<file path="src/rtl/arbitro_memvga.sv">
// ---------------------------------------------------------------------------
// arbitro_memvga
//   Arbiter for the single-port video memory (memvga), shared between the VGA
//   scan-out reader and CPU pixel writes. VGA reads always win the port; CPU
//   writes are queued in a small FIFO and drained in cycles without a VGA
//   request (typically during blanking).
//
//   Optional build macro: ARB_STATS_EN
//     When defined, adds output stall_cnt[15:0], a saturating count of the
//     cycles in which a queued write was blocked by a VGA read.
//
// Parameters
//   AW     video memory address width
//   DW     pixel data width
//   DEPTH  CPU write FIFO entries (power of two, >= 2)
//
// Ports
//   clk           system clock, rising edge
//   reset         asynchronous active-low reset
//   cpu_wr_valid  CPU write request
//   cpu_wr_ready  FIFO not full (and not in reset)
//   cpu_addr      CPU write address
//   cpu_data      CPU write data
//   vga_req       VGA read request, at most one per cycle
//   vga_addr      VGA read address
//   vga_valid     one-cycle pulse, vga_data holds the read result
//   vga_data      read data returned to the VGA reader
//   mem_addr      memory address (registered)
//   mem_wdata     memory write data (registered)
//   mem_we        memory write strobe (registered)
//   mem_re        memory read strobe (registered)
//   mem_rdata     memory read data, valid one cycle after mem_re
//   fifo_level    number of occupied FIFO entries
//   stall_cnt     blocked-write cycle count (ARB_STATS_EN only)
// ---------------------------------------------------------------------------
module arbitro_memvga #(
    parameter int AW    = 12,
    parameter int DW    = 8,
    parameter int DEPTH = 4
) (
    input  logic                     clk,
    input  logic                     reset,
    input  logic                     cpu_wr_valid,
    output logic                     cpu_wr_ready,
    input  logic [AW-1:0]            cpu_addr,
    input  logic [DW-1:0]            cpu_data,
    input  logic                     vga_req,
    input  logic [AW-1:0]            vga_addr,
    output logic                     vga_valid,
    output logic [DW-1:0]            vga_data,
    output logic [AW-1:0]            mem_addr,
    output logic [DW-1:0]            mem_wdata,
    output logic                     mem_we,
    output logic                     mem_re,
    input  logic [DW-1:0]            mem_rdata,
    output logic [$clog2(DEPTH):0]   fifo_level
`ifdef ARB_STATS_EN
    ,
    output logic [15:0]              stall_cnt
`endif
);

    localparam int PW = $clog2(DEPTH);
    localparam int LW = PW + 1;
    localparam logic [LW-1:0] FULL = LW'(DEPTH);

    // One-hot encoding so each strobe is exactly one flop bit.
    typedef enum logic [1:0] {
        GRANT_NONE = 2'b00,
        GRANT_RD   = 2'b01,
        GRANT_WR   = 2'b10
    } grant_t;

    logic [AW+DW-1:0] fifo_mem [DEPTH];
    logic [PW-1:0]    wr_ptr;
    logic [PW-1:0]    rd_ptr;
    logic [LW-1:0]    count;
    logic             fifo_empty;
    logic             push;
    logic             pop;

    grant_t           grant_q;
    grant_t           grant_d;
    logic [AW-1:0]    addr_d;
    logic [DW-1:0]    wdata_d;

    // Set while the memory is producing data for a read issued last cycle.
    logic             rd_pend;

    assign fifo_empty   = (count == '0);
    // Ready depends only on occupancy; a pop in the same cycle does not free
    // a slot for an incoming write when the FIFO is full.
    assign cpu_wr_ready = reset && (count != FULL);
    assign push         = cpu_wr_valid && cpu_wr_ready;
    assign pop          = (grant_d == GRANT_WR);
    assign fifo_level   = count;

    assign mem_re       = (grant_q == GRANT_RD);
    assign mem_we       = (grant_q == GRANT_WR);

    // ------------------------------------------------------------------
    // Grant decision on the sampled inputs: VGA first, then queued writes.
    // ------------------------------------------------------------------
    always_comb begin
        // NOTE: every output of this block gets a default first so no latch is inferred.
        grant_d = GRANT_NONE;
        addr_d  = mem_addr;
        wdata_d = mem_wdata;
        if (vga_req) begin
            grant_d = GRANT_RD;
            addr_d  = vga_addr;
        end else if (!fifo_empty) begin
            grant_d           = GRANT_WR;
            {addr_d, wdata_d} = fifo_mem[rd_ptr];
        end
    end

    // NOTE: sequential state uses non-blocking assignments so all flops update together.
    always_ff @(posedge clk or negedge reset) begin
        if (!reset) begin
            grant_q   <= GRANT_NONE;
            mem_addr  <= '0;
            mem_wdata <= '0;
        end else begin
            grant_q   <= grant_d;
            mem_addr  <= addr_d;
            mem_wdata <= wdata_d;
        end
    end

    // ------------------------------------------------------------------
    // Write FIFO: pointers wrap naturally because DEPTH is a power of two.
    // Push only when not full and pop only when not empty, so count never
    // leaves 0..DEPTH.
    // ------------------------------------------------------------------
    always_ff @(posedge clk or negedge reset) begin
        if (!reset) begin
            wr_ptr <= '0;
            rd_ptr <= '0;
            count  <= '0;
        end else begin
            if (push) wr_ptr <= wr_ptr + 1'b1;
            if (pop)  rd_ptr <= rd_ptr + 1'b1;
            case ({push, pop})
                2'b10:   count <= count + 1'b1;
                2'b01:   count <= count - 1'b1;
                default: count <= count;
            endcase
        end
    end

    // NOTE: storage is not reset; the pointers and count alone define which entries are live.
    always_ff @(posedge clk) begin
        if (push) fifo_mem[wr_ptr] <= {cpu_addr, cpu_data};
    end

    // ------------------------------------------------------------------
    // Read return path: mem_re -> memory registers data -> capture here.
    // Reset clears rd_pend so an interrupted read never produces vga_valid.
    // ------------------------------------------------------------------
    always_ff @(posedge clk or negedge reset) begin
        if (!reset) begin
            rd_pend   <= 1'b0;
            vga_valid <= 1'b0;
            vga_data  <= '0;
        end else begin
            rd_pend   <= mem_re;
            vga_valid <= rd_pend;
            if (rd_pend) vga_data <= mem_rdata;
        end
    end

`ifdef ARB_STATS_EN
    // Counts cycles where a queued write lost the port to a VGA read.
    always_ff @(posedge clk or negedge reset) begin
        if (!reset) begin
            stall_cnt <= '0;
        end else if (vga_req && !fifo_empty && (stall_cnt != 16'hFFFF)) begin
            stall_cnt <= stall_cnt + 16'd1;
        end
    end
`endif

endmodule

</file>
<file path="config.mk">
export PLATFORM = sky130hd
export DESIGN_NAME = arbitro_memvga
export DESIGN_NICKNAME = d
export VERILOG_FILES = /design/src/rtl/arbitro_memvga.sv
export SDC_FILE = /design/constraint.sdc
export NUM_CORES = 1
export LEC_CHECK = 0
export ABC_CLOCK_PERIOD_IN_PS = 5400
export CAP_MARGIN = 30
export CORE_MARGIN = 10
export CORE_UTILIZATION = 59
export CTS_BUF_LIST = sky130_fd_sc_hd__clkbuf_8
export CTS_CLUSTER_DIAMETER = 150
export CTS_CLUSTER_SIZE = 20
export DETAILED_ROUTE_END_ITERATION = 12
export HOLD_SLACK_MARGIN = 0.08
export PLACE_DENSITY = 0.84
export SLEW_MARGIN = 10
export SYNTH_ARGS = -nofsm -noshare
export SYNTH_HDL_FRONTEND = slang
export SYNTH_SLANG_ARGS = --single-unit
export TNS_END_PERCENT = 30
</file>
<file path="constraint.sdc">
create_clock -name clk -period 5.4 [get_ports clk]
set_input_delay 1.08 -clock clk [delete_from_list [all_inputs] [get_ports clk]]
set_output_delay 1.08 -clock clk [all_outputs]
set_load 0.01 [all_outputs]
</file>
==> results of run 1 <==
==> final cells by class <==
| type | count | area share [%] |
|---|---|---|
| clock inverter | 10 | 1.351 |
| timing repair buffer | 85 | 14.82 |
| tap | 102 | 2.153 |
| clock buffer | 22 | 5.108 |
| inverter | 9 | 0.5699 |
| sequential | 119 | 56.99 |
| multi-input combinational | 88 | 19.02 |
==> layer usage <==
| layer | track usage (%) | wire length [microns] | up-vias |
|---|---|---|---|
| met3 | 6.484 | 702 | 9 |
| met4 | 5.085 | 97 | 0 |
| li1 | - | - | 1074 |
| met5 | 0 | 0 | - |
| met2 | 27.59 | 4847 | 97 |
| met1 | 20.09 | 3663 | 1219 |
==> synthesized netlist by cell type (3+ instances only) <==
master | instances | area, sq um
mux4_2 | 18 | 405.4
xnor2_1 | 4 | 35.03
dfrtp_1 | 39 | 975.9
a21o_1 | 3 | 22.52
nand2b_1 | 10 | 62.56
a22o_1 | 3 | 26.28
ha_1 | 5 | 62.56
and2_1 | 4 | 25.02
buf_6 | 3 | 33.78
o221a_2 | 8 | 90.09
edfxtp_1 | 80 | 2402
inv_1 | 8 | 30.03
mux2_2 | 9 | 101.4
mux2_4 | 8 | 120.1
clkbuf_1 | 5 | 18.77
==> registers in the layout (all words and copies together), names as in the netlist <==
name / count
vga_data: 8
fifo_level: 3
wr_ptr: 2
mem_wdata: 8
vga_valid: 1
grant_q: 2
rd_ptr: 2
mem_addr: 12
fifo_mem: 80
rd_pend: 1
==> stage by stage <==
stage | instances | cell area, sq um | setup slack [ns] | hold WS, ns
after global placement | 398 | 5458 | 1.903 | 0.4156
after floorplan | 225 | 4597 | 2.830 | 0.3519
after CTS | 433 | 5898 | 1.968 | 0.4399
final | 435 | 5928 | 2.008 | 0.4499
after global routing | 435 | 5928 | 1.897 | 0.4815
after detailed placement | 401 | 5515 | 1.804 | 0.4339
==> how the worst max path moves through the flow <==
| stage | to | cells past startpoint |
|---|---|---|
| 6_report | cpu_wr_ready | 3 |
| 3_5_place_dp | fifo_mem[2][13] | 4 |
| 2_1_floorplan | fifo_level[2] | 9 |
| 3_3_place_gp | fifo_mem[1][13] | 4 |
| 4_1_cts | cpu_wr_ready | 3 |
| 5_1_grt | cpu_wr_ready | 3 |
==> cells by family (layout without fill, tap and decap cells) <==
logic type / Yosys count / after routing / share of synthesized area (%)
AOI/OAI and AO/OA: 17 / 17 / 3.675
xor gates and xnor gates: 6 / 6 / 1.143
adders and majority gates: 6 / 6 / 1.796
buffers and inverters: 18 / 126 / 1.987
DFF: 119 / 119 / 73.49
muxes: 38 / 38 / 15.00
and+or+nand+nor: 21 / 21 / 2.912
==> critical path, stage by stage <==
cell	delay [ns]
buf_2	0.44
o31a_1	0.23
clkdlybuf4s50_1	0.55
==> report_power, final <==
part           total [mW]  internal [mW]  leakage (nW)  switching, mW
clock network       0.745          0.418         0.199          0.326
registers            1.29           1.16          1.18          0.132
logic               0.872          0.517         0.813          0.355
==> flow_summary.toml, run 1 <==
[power]
total_power_mw = 2.910
ir_drop_v = 0.0002922
leakagePower_nw = 2.193
powerDensity_nw_per_um2 = 490.8

[hold_path]
hp-class = "register to register"
worstHoldPathCells = 1
hold_start = "grant_q[1]"
min_to = "rd_pend"

[die]
io_pins = 79
dieArea_sq_um = 11720
core_area_sq_um = 7647
start_util_pct = 60.11
fp-row-count = 32
die_x_microns = 108.3
die_height_microns = 108.3

[yosys]
avgSynthCellArea_sq_um = 20.43
synth_edf_count = 80
synth_nets = 275
seq_area_frac_synth_pct = 73.49
yosys_register_bits = 119
synth_area_sq_um = 4597
netlist_instances = 225
yosysUniqueCellTypes = 30
yosys_warnings = 0
ys.flop_type = "edfxtp_1"
async_flop_share_pct = 32.77

[sta]
final_hold_viol_count = 0
tightest_slew_ns = 0.5720
rsz0062_at_grt = "false"
finalCritPeriodShare_pct = 62.81
relSlewSlack_pct = 61.75
drv_slew = 0
period_needed_ns = 3.392
setup_viol = 0
fin_worst_skew_ns = 0.007638
fmax_mhz = 294.8
setup_tns_ns = 0

[final_layout]
final_util_pct = 77.52
layout_commonest_cell = "edfxtp_1"
diodes = 0
multi_input_area_sq_um = 1127
area_delta_synth_final_pct = 28.96
final_nets = 370
fillCellCount = 405
layout_common_cells = "edfxtp_1, clkdlybuf4s50_1, dfrtp_1"
drive_above_1_share_pct = 24.92
seqCellArea_sq_um = 3378

[detailed_routing]
vias_per_cell = 5.515
drcViolationCount = 0
wl_per_cell_microns = 21.40
dr_total_vias = 2399
routed_wl_microns = 9311
drtIter0Drc = 138
ant_nets = 0
firstDrtPassIters = 4

[grt]
grt_max_degree = 25
grt_antenna_before_repair = 0
grt.overflow.total = 0
grtUsageTotal_pct = 16.75
first_global_vias = 2644
grt_pass1_wl_microns = 14590

[clocking]
hold_buffers = 0
clk-insertion-delay-late_ns = 0.41
cts_tree = "done"
htreeDepth = 4
cts_resized = 0
path_clk_slew_ns = 0.06
numCtsBuffers = 17
cts-root-buf = "clkbuf_8"
post-cts-setup-buffers = 0
cts_buffer_depth = 2
cts_sinks = 119

[critical_path]
reg2reg_depth = 9
crit_arrival_ns = 2.31
crit_path_start = "reset"
rrSetupSlack_ns = 3.15
crit_path_max_fanout = 24
cp-end-kind = "output port"
start_kind = "primary input"
crit_type = "primary input to output port"
required_ns = 4.32
rr_startpoint = "fifo_level[0]"
r2r-end = "fifo_level[2]"

[flow_run]
maxCapViolations = 0

[run_status]
outcome = "complete, no violations"

[placement]
globalplace.congestion = 0.7109
io_buffers = 78
hpwl_microns = 6388
Note: power is estimated with default switching activity, not from simulation.
==> run 2, diff against run 1 <==
Settings changed: ABC_CLOCK_PERIOD_IN_PS 5400 to 3400, CORE_UTILIZATION 59 to 54, PLACE_DENSITY 0.84 to 0.77.
Clock period 5.4 ns to 3.4 ns, I/O delays scaled along.
==> flow_summary.toml, run 2 (synthesis gave the netlist of run 1 again) <==
[flow_run]
maxCapViolations = 0

[critical_path]
crit_path_start = "fifo_level[0]"
path_cells = "o31a_1 > clkdlybuf4s50_1"
start_kind = "register"
cpPeakStageDelay_ns = 0.49
rrSetupSlack_ns = 1.29
cp-end-kind = "output port"
required_ns = 2.72
crit_path_max_fanout = 7
crit_buf_inv = 1
slowest_stage = "clkdlybuf4s50_1"
crit_family = "buffers and inverters"
r2r-end = "fifo_level[2]"
crit_type = "register to output port"
rr_startpoint = "fifo_level[0]"
reg2reg_depth = 8
crit_arrival_ns = 1.68

[placement]
globalplace.congestion = 0.7745
dp_cells = 409
io_buffers = 78
hpwl_microns = 6264

[grt]
grtUsageTotal_pct = 15.68
grt.overflow.total = 0
grt_pass1_wl_microns = 15270
grt_antenna_before_repair = 0
grt_max_degree = 40
first_global_vias = 2790

[die]
fp-row-count = 33
die_x_microns = 112.3
dieArea_sq_um = 12600
core_area_sq_um = 8258
start_util_pct = 55.67
io_pins = 79
die_height_microns = 112.3

[final_layout]
regMostFlops = "fifo_mem"
finalNonFillerCells = 441
multi_input_area_sq_um = 1127
final_util_pct = 72.53
top_regs = "fifo_mem x80, mem_addr x12"
fillCellCount = 517
final_nets = 373
diodes = 0
largest_reg_flops = 80
area_delta_synth_final_pct = 30.29
drive_above_1_share_pct = 25.89
layout_commonest_cell = "edfxtp_1"
seqCellArea_sq_um = 3378
layout_common_cells = "edfxtp_1, clkdlybuf4s50_1, dfrtp_1"

[sta]
drv_slew = 0
finalCritPeriodShare_pct = 69.34
relSlewSlack_pct = 52.58
final_hold_viol_count = 0
timing.hold.ws_ns = 0.3555
fmax_mhz = 424.2
fin_worst_skew_ns = 0.007411
setup_tns_ns = 0
setup_viol = 0
tightest_slew_ns = 0.7048
rsz0062_at_grt = "false"
period_needed_ns = 2.358

[clocking]
htreeDepth = 4
clk-insertion-delay-late_ns = 0.42
cts_tree = "done"
path_clk_slew_ns = 0.07
cts-root-buf = "clkbuf_8"
cts_sinks = 119
cts_resized = 0
post-cts-setup-buffers = 0
hold_buffers = 0
cts_buffer_depth = 2
numCtsBuffers = 17

[detailed_routing]
routed_wl_microns = 9282
drcViolationCount = 0
vias_per_cell = 5.406
wl_per_cell_microns = 21.05
drtIter0Drc = 151
firstDrtPassIters = 4
ant_nets = 0
dr_total_vias = 2384

[run_status]
outcome = "complete, no violations"

[power]
leakagePower_nw = 2.235
total_power_mw = 4.864
ir_drop_v = 0.0004039
powerDensity_nw_per_um2 = 812.1

[hold_path]
hp-class = "primary input to async pin"
==> run 2: power by group <==
| part | total, mW | switching, mW | internal, mW |
|---|---|---|---|
| logic | 1.36 | 0.541 | 0.819 |
| clock network | 1.45 | 0.540 | 0.908 |
| registers | 2.06 | 0.213 | 1.84 |
==> run 2: metal layers <==
metal,routed length [microns],track usage [%]
met3,536,5.804
met5,0,0
met4,108,6.345
met2,4659,25.45
met1,3977,18.54
==> run 2: worst max-delay path by stage <==
stage	cells after the start	endpoint	slack, ns
5_1_grt	2	cpu_wr_ready	0.98
6_report	2	cpu_wr_ready	1.04
4_1_cts	2	cpu_wr_ready	1.01
3_5_place_dp	7	fifo_level[1]	0.89
2_1_floorplan	9	fifo_level[2]	1.23
3_3_place_gp	9	fifo_level[2]	0.95
==> run 2: metrics by stage <==
step,cell area [sq um],worst slack [ns]
2_1_floorplan,4597,1.230
3_3_place_gp,5514,0.9517
3_5_place_dp,5529,0.8874
4_1_cts,5989,1.006
5_1_grt,5989,0.9752
6_report,5989,1.042
==> run 2: cell type report <==
cell class	count	area share [%]
clock buffers	19	4.366
clock inverters	13	3.322
inverters	9	0.5640
multi-input cells	88	18.82
flip-flops and latches	119	56.40
well taps	105	2.193
repair buffers	88	14.33
